--- src/rtl/io_input_controller.sv ---
// io_input_controller
// User-input front end: synchronises and debounces the push-buttons,
// exports debounced levels and press pulses, and sequences the core's IN
// instruction (stall, wait for a clean confirm press/release, capture the
// switch bank on the press, return it with a one-cycle acknowledge).
module io_input_controller #(
  parameter int                       NUM_BTN        = 4,
  parameter int                       CONFIRM_IDX    = 0,
  parameter int                       DATA_WIDTH     = 16,
  parameter int                       COUNTER_WIDTH  = 16,
  parameter logic [COUNTER_WIDTH-1:0] COUNTER_MAX    = 16'hFFFF,
  parameter bit                       BTN_ACTIVE_LOW = 1'b1
) (
  input  logic                  clock,
  input  logic                  reset_n,
  input  logic [NUM_BTN-1:0]    btn_raw,
  input  logic [DATA_WIDTH-1:0] sw_raw,
  input  logic                  in_req,
  output logic                  in_ack,
  output logic [DATA_WIDTH-1:0] in_data,
  output logic                  stall,
  output logic [NUM_BTN-1:0]    btn_level,
  output logic [NUM_BTN-1:0]    btn_press
);

  typedef enum logic [1:0] {
    IDLE,
    WAIT_PRESS,
    WAIT_RELEASE,
    ACK
  } state_t;

  state_t                   state;
  state_t                   state_next;
  logic                     capture;

  logic [NUM_BTN-1:0]       btn_in;
  logic [NUM_BTN-1:0]       btn_s1;
  logic [NUM_BTN-1:0]       btn_sync;
  logic [DATA_WIDTH-1:0]    sw_s1;
  logic [DATA_WIDTH-1:0]    sw_sync;
  logic [NUM_BTN-1:0]       btn_level_d;
  logic [COUNTER_WIDTH-1:0] cnt [NUM_BTN];

  // Normalise polarity so every internal signal reads 1 = pressed.
  assign btn_in = BTN_ACTIVE_LOW ? ~btn_raw : btn_raw;

  // Two-flop synchronisers for the asynchronous button and switch pins.
  // NOTE: sequential state uses non-blocking assignments so every flop
  // samples the pre-edge value; blocking here would collapse the two stages.
  always_ff @(posedge clock or negedge reset_n) begin
    if (!reset_n) begin
      btn_s1   <= '0;
      btn_sync <= '0;
      sw_s1    <= '0;
      sw_sync  <= '0;
    end else begin
      btn_s1   <= btn_in;
      btn_sync <= btn_s1;
      sw_s1    <= sw_raw;
      sw_sync  <= sw_s1;
    end
  end

  // Per-button debounce: accept a new level only after COUNTER_MAX+1
  // consecutive mismatching cycles; any matching cycle restarts the count.
  // NOTE: the counter array is cleared element by element in reset; it is a
  // handful of flops, not a RAM, and must start from a known zero.
  always_ff @(posedge clock or negedge reset_n) begin
    if (!reset_n) begin
      btn_level <= '0;
      for (int i = 0; i < NUM_BTN; i++) cnt[i] <= '0;
    end else begin
      for (int i = 0; i < NUM_BTN; i++) begin
        if (btn_sync[i] == btn_level[i]) begin
          cnt[i] <= '0;
        end else if (cnt[i] == COUNTER_MAX) begin
          btn_level[i] <= btn_sync[i];
          cnt[i]       <= '0;
        end else begin
          cnt[i] <= cnt[i] + 1'b1;
        end
      end
    end
  end

  // Registered rising-edge detect on the debounced levels; releases give no pulse.
  always_ff @(posedge clock or negedge reset_n) begin
    if (!reset_n) begin
      btn_level_d <= '0;
      btn_press   <= '0;
    end else begin
      btn_level_d <= btn_level;
      btn_press   <= btn_level & ~btn_level_d;
    end
  end

  // FSM state register.
  always_ff @(posedge clock or negedge reset_n) begin
    if (!reset_n) state <= IDLE;
    else          state <= state_next;
  end

  // Next-state and outputs. A press pulse seen in IDLE is deliberately
  // ignored, so a button already down when the request arrives cannot confirm.
  // NOTE: every signal driven here gets a default first so no path leaves it
  // unassigned, which would otherwise infer a latch.
  always_comb begin
    state_next = state;
    capture    = 1'b0;
    stall      = 1'b0;
    in_ack     = 1'b0;
    unique case (state)
      IDLE: begin
        if (in_req) state_next = WAIT_PRESS;
      end
      WAIT_PRESS: begin
        stall = 1'b1;
        if (!in_req) begin
          state_next = IDLE;
        end else if (btn_press[CONFIRM_IDX]) begin
          capture    = 1'b1;
          state_next = WAIT_RELEASE;
        end
      end
      WAIT_RELEASE: begin
        // No abort once the value is captured; only the release matters.
        stall = 1'b1;
        if (!btn_level[CONFIRM_IDX]) state_next = ACK;
      end
      ACK: begin
        in_ack     = 1'b1;
        state_next = IDLE;
      end
      default: state_next = IDLE;
    endcase
  end

  // Capture the synchronised switch bank on the confirming press.
  always_ff @(posedge clock or negedge reset_n) begin
    if (!reset_n)     in_data <= '0;
    else if (capture) in_data <= sw_sync;
  end

endmodule

--- config.mk ---
export PLATFORM = sky130hd
export DESIGN_NAME = io_input_controller
export DESIGN_NICKNAME = d
export VERILOG_FILES = /design/src/rtl/io_input_controller.sv
export SDC_FILE = /design/constraint.sdc
export NUM_CORES = 1
export LEC_CHECK = 0
export BUFFER_PORTS_ARGS = -buffer_cell sky130_fd_sc_hd__buf_2
export CORE_MARGIN = 2
export CORE_UTILIZATION = 44
export DETAILED_ROUTE_END_ITERATION = 8
export GPL_TIMING_DRIVEN = 0
export HOLD_SLACK_MARGIN = 0.02
export PLACE_DENSITY = 0.73
export SYNTH_ARGS = -nofsm -noshare
export SYNTH_HDL_FRONTEND = slang
export SYNTH_SLANG_ARGS = --single-unit
--- constraint.sdc ---
create_clock -name clock -period 3.9 [get_ports clock]
set_clock_uncertainty 0.05 [all_clocks]
set_input_delay 0.39 -clock clock [delete_from_list [all_inputs] [get_ports clock]]
set_output_delay 0.39 -clock clock [all_outputs]
set_load 0.005 [all_outputs]
==> results of run 1 <==
-- state kept, by name, summed over array words and instances, names as in the netlist, named ones only --
name	count
btn_level_d	4
btn_sync	4
state	1
btn_press	4
sw_sync	16
cnt	64
btn_s1	4
sw_s1	16
btn_level	4
in_data	16
-- layout make-up --
type | instances | area [µm²]
fill | 956 | 5230
inverter | 19 | 71.3
clock buffer | 20 | 447
buffer | 5 | 23.8
sequential | 134 | 3350
clock inverter | 10 | 60.1
timing repair buffer | 59 | 374
multi-input combinational | 280 | 1780
tap | 143 | 179
-- synth_stat cells --
library cell  number  area share (%)
a21oi_1            7            0.67
a22oi_1            1            0.14
a31o_2             4            0.67
a31oi_1            2            0.24
and2_1             2            0.24
and3_1             5            0.60
and4_1             2            0.34
buf_2              4            0.38
clkbuf_1           1           0.072
dfrtp_1          134              64
ha_1               8             1.9
inv_1             19             1.4
mux2_2            20             4.3
nand2_1           15             1.1
nand2b_1           1            0.12
nand3_1           25             2.4
nand3_2            1            0.19
nand4_1           13             1.6
nor2_1            72             5.2
nor2b_1            4            0.48
nor3_1            17             1.6
nor4_1             7            0.84
o21ai_0            5            0.48
o21ai_1            1           0.096
o31ai_1            1            0.14
or2_2              6            0.72
or3_1              4            0.48
or4_1              1            0.14
or4_4              1            0.22
xnor2_1           41             6.9
xor2_1            14             2.3
-- repair_timing --
action                                 CTS  global route
hold buffers                            10             0
endpoints found under the hold margin   60             0
buffers inserted                         0             0
-- cells by family (layout without fill, tap and decap cells) --
kind of cell | count (synthesis) | count (layout) | share of synthesized area, %
AO/OA/AOI/OAI | 21 | 21 | 2.44
XOR/XNOR | 55 | 55 | 9.21
adder cells (fa/ha/maj) | 8 | 8 | 1.91
buffers and inverters | 24 | 113 | 1.82
flip-flops | 134 | 134 | 64.1
multiplexers | 20 | 20 | 4.31
AND/OR/NAND/NOR | 176 | 176 | 16.2
-- per-stage QoR --
step,cell area [µm²],utilization (%)
after floorplan,5230,-
after global placement,5650,49.0
after detailed placement,5680,49.3
after CTS,6290,54.6
after global routing,6290,54.6
final,6290,54.6
-- placed cells by master, fill, tap and decap left out, drive strengths merged, types with 8 or more instances in the layout --
cell,synthesis,layout
dfrtp,134,134
nor2,72,72
buf,4,53
xnor2,41,41
nand3,26,26
clkbuf,1,21
mux2,20,20
inv,19,19
nor3,17,17
nand2,15,15
xor2,14,14
nand4,13,13
dlygate4sd3,0,10
ha,8,8
-- final timing paths --
path                               end       start
max                        in_data[10]   flip-flop
min                          sw_s1[14]  sw_raw[14]
max reg2reg                in_data[10]   flip-flop
min reg2reg                 sw_sync[8]    sw_s1[8]
max in group asynchronous      cnt[23]     reset_n
min in group asynchronous      cnt[62]     reset_n
-- power by group through the flow --
stage                     clock network [W]  registers (W)  logic (W)
final                               0.00135        0.00145   0.000126
after global routing                0.00145        0.00146   0.000146
after CTS                           0.00139        0.00145   0.000129
after detailed placement                  0        0.00148   0.000120
after global placement                    0        0.00148   0.000110
after floorplan                           0        0.00147  0.0000601
-- layer usage --
layer,GRT usage (%),up-vias
met5,0,-
met4,7.24,0
met3,5.41,13
met2,24.4,63
met1,19.2,1582
li1,-,1630
==> results.py, run 1 <==
metrics = {
    "sta": {
        "setup_tns_ns": 0,
        "slew_viol_final": 0,
        "finalCritPeriodShare_pct": 53.8,
        "slew_headroom_pct": 55.1,
        "final.setup.worst_slack_ns": 1.80,
        "hold_viol": 0,
        "hold_ws_ns": 0.0392,
        "rsz0062_at_grt": "false",
        "finalSetupViolCount": 0,
        "clock.fmax_mhz": 477,
        "layout_min_cycle_time_ns": 2.10,
        "tightest_slew_ns": 0.674,
    },
    "power": {
        "p_clk_share_pct": 46.1,
        "p_switching_w": 0.000642,
        "p_leak_nw": 2.88,
        "comb_power_share_pct": 4.3,
        "seqPwrFrac_pct": 49.6,
        "switching_share_pct": 21.9,
        "cellInternalPower_w": 0.00229,
        "peakVddDrop_v": 0.000316,
        "power.density_nw_per_um2": 466,
        "power_w": 0.00293,
    },
    "cts": {
        "cts_max_level": 4,
        "clock_sinks": 134,
        "cts_buffer_depth": 2,
        "cts_root_buf": "clkbuf_16",
        "postCtsResizedCells": 0,
        "cts_buffers": 17,
        "clk_pin_slew_ns": 0.05,
        "worst_skew_pair.late_latency_ns": 0.41,
        "cts_tree": "done",
    },
    "setup_path": {
        "crit_fanout": 10,
        "r2r_slack_ns": 1.80,
        "critPathArrivalTime_ns": 2.34,
        "path_class": "flip-flop to flip-flop",
        "cp.depth": 5,
        "path_buf_inv": 2,
        "crit_chain": "inv_1 > ha_1 > nand3_1 > clkbuf_1 > mux2_2",
        "critPathLaunchType": "flip-flop",
        "cp_slowest_cell": "clkbuf_1",
        "cp_slowest_stage_delay_ns": 0.56,
        "crit_required_ns": 4.14,
        "reg2regPathDepth": 5,
        "cp-end-kind": "flip-flop",
        "path_delay_family": "buffers and inverters",
    },
    "min_path": {
        "hold_class": "input pin to flip-flop",
        "whs_path_depth": 1,
    },
    "die": {
        "dieArea_um2": 12800,
        "die-width_um": 113,
        "fp-row-count": 39,
        "die_y_um": 113,
        "core-area_um2": 11500,
        "ios": 49,
        "initial_core_util_pct": 45.4,
    },
    "drt": {
        "drt-met1-wl_um": 4000,
        "wl_met2_um": 4390,
        "drc_errors": 4,
        "wirelength_um": 8920,
        "wl_per_cell_um": 13.3,
        "drt_first_pass_iters": 6,
        "route.met3.wl_um": 380,
        "route.vias.total": 3288,
        "dr.max_layer_used": "met4",
        "drt_iter0_drc": 185,
        "ant_nets": 0,
        "viasPerCell": 4.91,
    },
    "synthesis": {
        "syn_area_um2": 5230,
        "seq_area_frac_synth_pct": 64.1,
        "synth.distinct_cells": 31,
        "postSynthAreaPerCell_um2": 11.9,
        "yosys_warnings": 0,
        "ys_ff_latch": 134,
        "syn-num-nets": 469,
        "netlist_instances": 438,
    },
    "placed_design": {
        "post-dp-hpwl_um": 5880,
        "place_inst": 630,
        "portBuffers": 48,
        "place_ws_ns": 1.75,
        "place_congestion": 0.795,
    },
    "global_route": {
        "antenna_found_initial": 0,
        "grt_pass1_wl_um": 15400,
        "grt_pass1_vias": 3390,
        "grt_usage_pct": 15.5,
        "grt_start_max_net_pins": 84,
        "grt.overflow.total": 0,
    },
    "run": {
        "drv_cap": 0,
    },
    "layout": {
        "final_nets": 547,
        "drive_gt1_share_pct": 21.4,
        "finalNonFillerCells": 670,
        "antenna_cells": 0,
        "areaGrowthSynthToFinish_pct": 20.3,
    },
    "outcome": {
        "status": "finished, violations left",
        "violations": "DRC",
    },
}
(Power assumes the default switching activity.)
==> run 2: changes to the inputs <==
--- a/config.mk
+++ b/config.mk
@@ -11,7 +11,7 @@
 export DETAILED_ROUTE_END_ITERATION = 8
 export GPL_TIMING_DRIVEN = 0
 export HOLD_SLACK_MARGIN = 0.02
-export PLACE_DENSITY = 0.73
+export PLACE_DENSITY = 0.75
 export SYNTH_ARGS = -nofsm -noshare
 export SYNTH_HDL_FRONTEND = slang
 export SYNTH_SLANG_ARGS = --single-unit
==> constraint.sdc (replaced) <==
create_clock -name clock -period 1.7 [get_ports clock]
set_clock_uncertainty 0.05 [all_clocks]
set_input_delay 0.17 -clock clock [delete_from_list [all_inputs] [get_ports clock]]
set_output_delay 0.17 -clock clock [all_outputs]
set_load 0.005 [all_outputs]
==> run 2 against run 1 <==
Compared with the run above: the run ends with DRC, setup timing left; die area did not move; first-iteration DRC count rose by 15%; largest cell class unchanged; utilization increased by 5.4 points; routed wire length increased by 19%; maximum frequency up 16%.
==> results.py, run 2 (synthesis gave the netlist of run 1 again) <==
metrics = {
    "outcome": {
        "status": "finished, violations left",
        "violations": "DRC, setup timing",
    },
    "layout": {
        "ff_latch_area_um2": 3360,
        "drive_gt1_share_pct": 31.6,
        "multi_input_area_um2": 1970,
        "n_fill_cell": 872,
        "antenna_cells": 0,
        "final_common_cell": "dfrtp_1",
        "final_nets": 583,
        "design_area_um2": 6910,
        "areaGrowthSynthToFinish_pct": 32.1,
        "largest_reg_flops": 64,
        "layout_common_cells": "128 x dfrtp_1, 61 x nor2_1, 47 x buf_2",
        "top_register": "cnt",
    },
    "die": {
        "dieArea_um2": 12800,
        "fp-row-count": 39,
        "core-area_um2": 11500,
        "die_y_um": 113,
        "ios": 49,
        "initial_core_util_pct": 45.4,
        "die-width_um": 113,
    },
    "cts": {
        "cts_buffer_depth": 2,
        "cts_tree": "done",
        "clock_sinks": 134,
        "clk_pin_slew_ns": 0.06,
        "cts_max_level": 4,
        "cts_root_buf": "clkbuf_16",
        "cts_buffers": 17,
        "worst_skew_pair.late_latency_ns": 0.41,
    },
    "placed_design": {
        "dpl_cell_area_um2": 5720,
        "portBuffers": 48,
        "place_congestion": 0.803,
        "post-dp-hpwl_um": 6240,
    },
    "global_route": {
        "antenna_found_initial": 0,
        "grt_start_max_net_pins": 77,
        "grt_util_met3_pct": 4.28,
        "grt_usage_pct": 17.3,
        "grt.overflow.total": 0,
        "busiest_layer": "met2",
        "grt_pass1_vias": 3708,
        "grtUsageMet1_pct": 21.0,
        "grt_pass1_wl_um": 17300,
        "use_met2_pct": 29.3,
    },
    "power": {
        "peakVddDrop_v": 0.00102,
        "power.density_nw_per_um2": 1070,
        "p_leak_nw": 3.11,
    },
    "sta": {
        "finalCritPeriodShare_pct": 107,
        "hold_viol": 0,
        "tightest_slew_ns": 0.525,
        "hold_ws_ns": 0.104,
        "slew_headroom_pct": 65.0,
        "final.setup.worst_slack_ns": -0.111,
        "finalSetupViolCount": 14,
        "clock.fmax_mhz": 552,
        "rsz0062_at_grt": "true",
        "layout_min_cycle_time_ns": 1.81,
        "slew_viol_final": 0,
    },
    "drt": {
        "drt_first_pass_iters": 6,
        "route.vias.total": 3594,
        "wirelength_um": 10600,
        "drt_iter0_drc": 213,
        "drc_errors": 4,
        "wl_per_cell_um": 15.0,
        "ant_nets": 0,
        "viasPerCell": 5.08,
    },
    "setup_path": {
        "crit_chain": "ha_4 > nand3_4 > or4_4 > o21ai_4 > buf_6 > nor2_1",
        "cp_slowest_stage_delay_ns": 0.55,
        "crit_fanout": 5,
        "critPathArrivalTime_ns": 2.05,
        "cp-end-kind": "flip-flop",
        "path_buf_inv": 1,
        "path_delay_family": "simple AND/OR/NAND/NOR gates",
        "cp_slowest_cell": "or4_4",
        "crit_required_ns": 1.94,
        "critPathLaunchType": "flip-flop",
        "path_class": "flip-flop to flip-flop",
    },
    "run": {
        "drv_cap": 0,
    },
    "min_path": {
        "hold_class": "input pin to flip-flop",
    },
}
==> run 2: cell count changes in the layout (fill, tap and decap cells not counted), moves of 4 or more <==
| cell | delta |
|---|---|
| buf_4 | +25 |
| dlygate4sd3_1 | +11 |
| nor2_1 | -11 |
| nor2_2 | +7 |
| dfrtp_1 | -6 |
| dfrtp_2 | +6 |
| nand3_1 | -6 |
| buf_6 | +5 |
| nand3_2 | +5 |
| buf_2 | -4 |
| ha_1 | -4 |
| inv_6 | +4 |
| nor2_4 | +4 |
| nor4_1 | -4 |
==> run 2: worst paths after layout <==
| kind | to | slack, ns | from | cells past startpoint |
|---|---|---|---|---|
| max | cnt[51] | -0.11 | cnt[48] | 6 |
| min | flip-flop | 0.10 | in_req | 3 |
| max reg2reg | cnt[51] | -0.11 | cnt[48] | 6 |
| min reg2reg | btn_sync[1] | 0.30 | btn_s1[1] | 0 |
| max in group asynchronous | cnt[54] | 0.61 | reset_n | 3 |
| min in group asynchronous | sw_s1[8] | 0.23 | reset_n | 2 |
==> run 2: final cells by class <==
type / count / share of cell area, %
buffer: 5 / 0.652
clock buffer: 17 / 6.16
clock inverter: 14 / 2.50
inverter: 19 / 1.03
multi-input combinational: 280 / 28.5
sequential: 134 / 48.7
tap: 143 / 2.59
timing repair buffer: 95 / 9.89
==> run 2: stage by stage <==
step	TNS, ns	setup slack, ns	util (%)	power (W)	cells
2_1_floorplan	-0.648	-0.0655	-	0.00352	438
3_3_place_gp	-173.18	-1.26	49.4	0.00364	629
3_5_place_dp	-8.22	-0.210	49.7	0.00368	630
4_1_cts	-1.23	-0.104	58.1	0.00742	696
5_1_grt	-2.06	-0.168	60.0	0.00765	707
6_report	-1.14	-0.111	60.0	0.00738	707
==> run 2: timing repair <==
action                                  CTS  global route
cloned                                    1             0
pin swaps                                 8            12
resized for setup                        17            34
hold endpoints to repair                 78             0
buffers inserted                         13            11
endpoints found under the setup margin   59            60
hold buffers                             21             0
==> run 2: worst reg2reg max path: cells and delay by family (launching register included) <==
| family | cells | cell delay [ns] |
|---|---|---|
| AO/OA/AOI/OAI | 1 | 0.22 |
| adder cells (fa/ha/maj) | 1 | 0.16 |
| buffers and inverters | 1 | 0.16 |
| flip-flops | 1 | 0.41 |
| AND/OR/NAND/NOR | 3 | 0.69 |
==> run 2: metal layers <==
layer | vias to the layer above | routed length (µm)
met2 | 79 | 5520
met5 | - | 0
met4 | 0 | 244
met1 | 1796 | 4460
li1 | 1694 | -
met3 | 25 | 389
==> run 2: power breakdown <==
| part | switching (W) | internal, W | total [W] |
|---|---|---|---|
| combinational | 0.000198 | 0.000154 | 0.000353 |
| sequential | 0.0000690 | 0.00328 | 0.00334 |
| clock | 0.00138 | 0.00231 | 0.00368 |
| total | 0.00164 | 0.00574 | 0.00738 |
==> run 3: changes to the inputs <==
--- a/config.mk
+++ b/config.mk
@@ -7,11 +7,11 @@
 export LEC_CHECK = 0
 export BUFFER_PORTS_ARGS = -buffer_cell sky130_fd_sc_hd__buf_2
 export CORE_MARGIN = 2
-export CORE_UTILIZATION = 44
+export CORE_UTILIZATION = 53
 export DETAILED_ROUTE_END_ITERATION = 8
 export GPL_TIMING_DRIVEN = 0
 export HOLD_SLACK_MARGIN = 0.02
-export PLACE_DENSITY = 0.75
+export PLACE_DENSITY = 0.86
 export SYNTH_ARGS = -nofsm -noshare
 export SYNTH_HDL_FRONTEND = slang
 export SYNTH_SLANG_ARGS = --single-unit
==> run 3 against run 2 <==
Compared with the run above: the flow finishes with violations (setup timing); non-clock buffer count fell by 3; sequential power is essentially flat; utilization grew 11 points; via count increased by 2.3%; register-to-register slack got worse by 0.10 ns; die area fell by 16%; clock power shrank 1%; largest power group unchanged.
==> results.py, run 3 (synthesis gave the netlist of run 1 again) <==
metrics = {
    "power": {
        "p_leak_nw": 3.09,
        "p_clk_share_pct": 49.3,
        "cellInternalPower_w": 0.00562,
        "switching_share_pct": 23.7,
        "p_switching_w": 0.00174,
        "seqPwrFrac_pct": 45.4,
        "peakVddDrop_v": 0.000591,
        "power.density_nw_per_um2": 1080,
        "comb_power_share_pct": 5.3,
    },
    "layout": {
        "top_register": "cnt",
        "antenna_cells": 0,
        "utilization_pct": 70.7,
        "areaGrowthSynthToFinish_pct": 30.9,
        "drive_gt1_share_pct": 30.4,
        "final_common_cell": "dfrtp_1",
        "final_nets": 580,
        "largest_reg_flops": 64,
        "layout_common_cells": "132 x dfrtp_1, 58 x nor2_1, 47 x buf_2",
        "design_area_um2": 6840,
    },
    "sta": {
        "rsz0062_at_grt": "true",
        "tightest_slew_ns": 0.520,
        "finalSetupViolCount": 15,
        "layout_min_cycle_time_ns": 1.91,
        "slew_headroom_pct": 65.3,
        "hold_viol": 0,
        "slew_viol_final": 0,
        "clock.fmax_mhz": 523,
        "finalCritPeriodShare_pct": 112,
        "final.setup.worst_slack_ns": -0.211,
    },
    "cts": {
        "clk_pin_slew_ns": 0.06,
        "clock_sinks": 134,
        "cts_root_buf": "clkbuf_8",
        "cts_buffer_depth": 2,
        "cts_max_level": 4,
        "cts_tree": "done",
        "worst_skew_pair.late_latency_ns": 0.51,
        "cts_buffers": 17,
    },
    "global_route": {
        "grt_usage_pct": 22.5,
        "grt_pass1_vias": 3735,
        "grt.overflow.total": 0,
        "grt_pass1_wl_um": 17800,
        "grt_start_max_net_pins": 79,
        "antenna_found_initial": 0,
    },
    "drt": {
        "drt_iter0_drc": 132,
        "drc_errors": 0,
        "wl_per_cell_um": 16.2,
        "route.vias.total": 3677,
        "wirelength_um": 11300,
        "ant_nets": 0,
        "drt_first_pass_iters": 4,
        "viasPerCell": 5.29,
    },
    "die": {
        "dieArea_um2": 10700,
        "die_y_um": 103,
        "die-width_um": 103,
        "core-area_um2": 9680,
        "ios": 49,
        "fp-row-count": 36,
        "initial_core_util_pct": 54.0,
    },
    "min_path": {
        "hold_class": "input pin to asynchronous set/reset pin",
    },
    "setup_path": {
        "reg2reg_to": "cnt[59]",
        "critPathArrivalTime_ns": 2.26,
        "crit_fanout": 5,
        "cp-end-kind": "flip-flop",
        "r2r_slack_ns": -0.21,
        "path_class": "flip-flop to flip-flop",
        "timing.rr.start": "cnt[49]",
        "reg2regPathDepth": 6,
        "critPathLaunchType": "flip-flop",
        "crit_required_ns": 2.05,
    },
    "placed_design": {
        "portBuffers": 48,
        "dpl_cell_area_um2": 5710,
        "post-dp-hpwl_um": 6200,
        "place_ws_ns": -0.211,
        "place_congestion": 0.778,
    },
    "run": {
        "drv_cap": 0,
    },
    "outcome": {
        "violations": "setup timing",
        "status": "finished, violations left",
    },
}
[run 3: changes by cell type in the layout (fill, tap and decap cells not counted), moves of 2 or more]
cell      change
buf_4         -4
dfrtp_1       +4
dfrtp_2       -4
inv_6         +4
nor2_1        -3
nor4_1        +3
nor4_2        -3
clkbuf_8      +2
clkinv_2      -2
nand3_2       -2
nand3_4       +2
nor2_2        +2
[run 3: how the worst max path moves through the flow]
stage	start	end
CTS	cnt[49]	cnt[62]
global route	cnt[49]	cnt[63]
finish	cnt[49]	cnt[59]
floorplan	cnt[48]	btn_level[0]
global placement	reset_n	btn_press[2]
detailed placement	cnt[48]	cnt[48]
[run 3: power groups by stage]
stage | clock [W] | sequential, W | combinational [W]
2_1_floorplan | 0 | 0.00338 | 0.000142
3_3_place_gp | 0 | 0.00338 | 0.000255
3_5_place_dp | 0 | 0.00339 | 0.000283
4_1_cts | 0.00367 | 0.00334 | 0.000368
5_1_grt | 0.00386 | 0.00335 | 0.000441
6_report | 0.00363 | 0.00334 | 0.000391
[run 3: area by class of cell]
cell class / instances / area [µm²]
buffer: 4 / 33.8
clock buffer: 18 / 428
clock inverter: 14 / 160
fill: 585 / 2840
inverter: 19 / 71.3
multi-input combinational: 280 / 1960
sequential: 134 / 3360
tap: 133 / 166
timing repair buffer: 93 / 671
[run 3: timing repair]
action / 4_1_cts / 5_1_grt
gates cloned: 1 / 0
endpoints found under the setup margin: 61 / 51
buffers inserted: 14 / 8
pin swaps: 16 / 8
hold buffers: 22 / 0
endpoints found under the hold margin: 77 / 0
gates resized for setup: 26 / 19
[run 3: layer usage]
metal | vias to the layer above | global-route usage [%] | routed length, µm | share of wire [%]
li1 | 1706 | - | - | -
met1 | 1845 | 25.5 | 4530 | 40
met2 | 103 | 39.5 | 6040 | 54
met3 | 23 | 6.65 | 473 | 4.2
met4 | 0 | 9.51 | 210 | 1.9
met5 | - | 0 | 0 | 0
[run 3: per-stage QoR]
step                      hold slack, ns  power [W]  std cells  TNS (ns)
after floorplan                   -0.176    0.00352        438    -0.648
after global placement             0.228    0.00364        619   -165.02
after detailed placement           0.116    0.00367        620     -8.14
after CTS                          0.139    0.00737        688     -1.27
after global routing               0.182    0.00765        695     -3.35
final                              0.130    0.00736        695     -2.70
[run 3: critical path, stage by stage, from the launching register on]
cell and delay, ns:
dfrtp_1 0.42, ha_4 0.18, nand3_4 0.08, or4_4 0.62
o21ai_4 0.22, buf_6 0.18, nor2_2 0.05
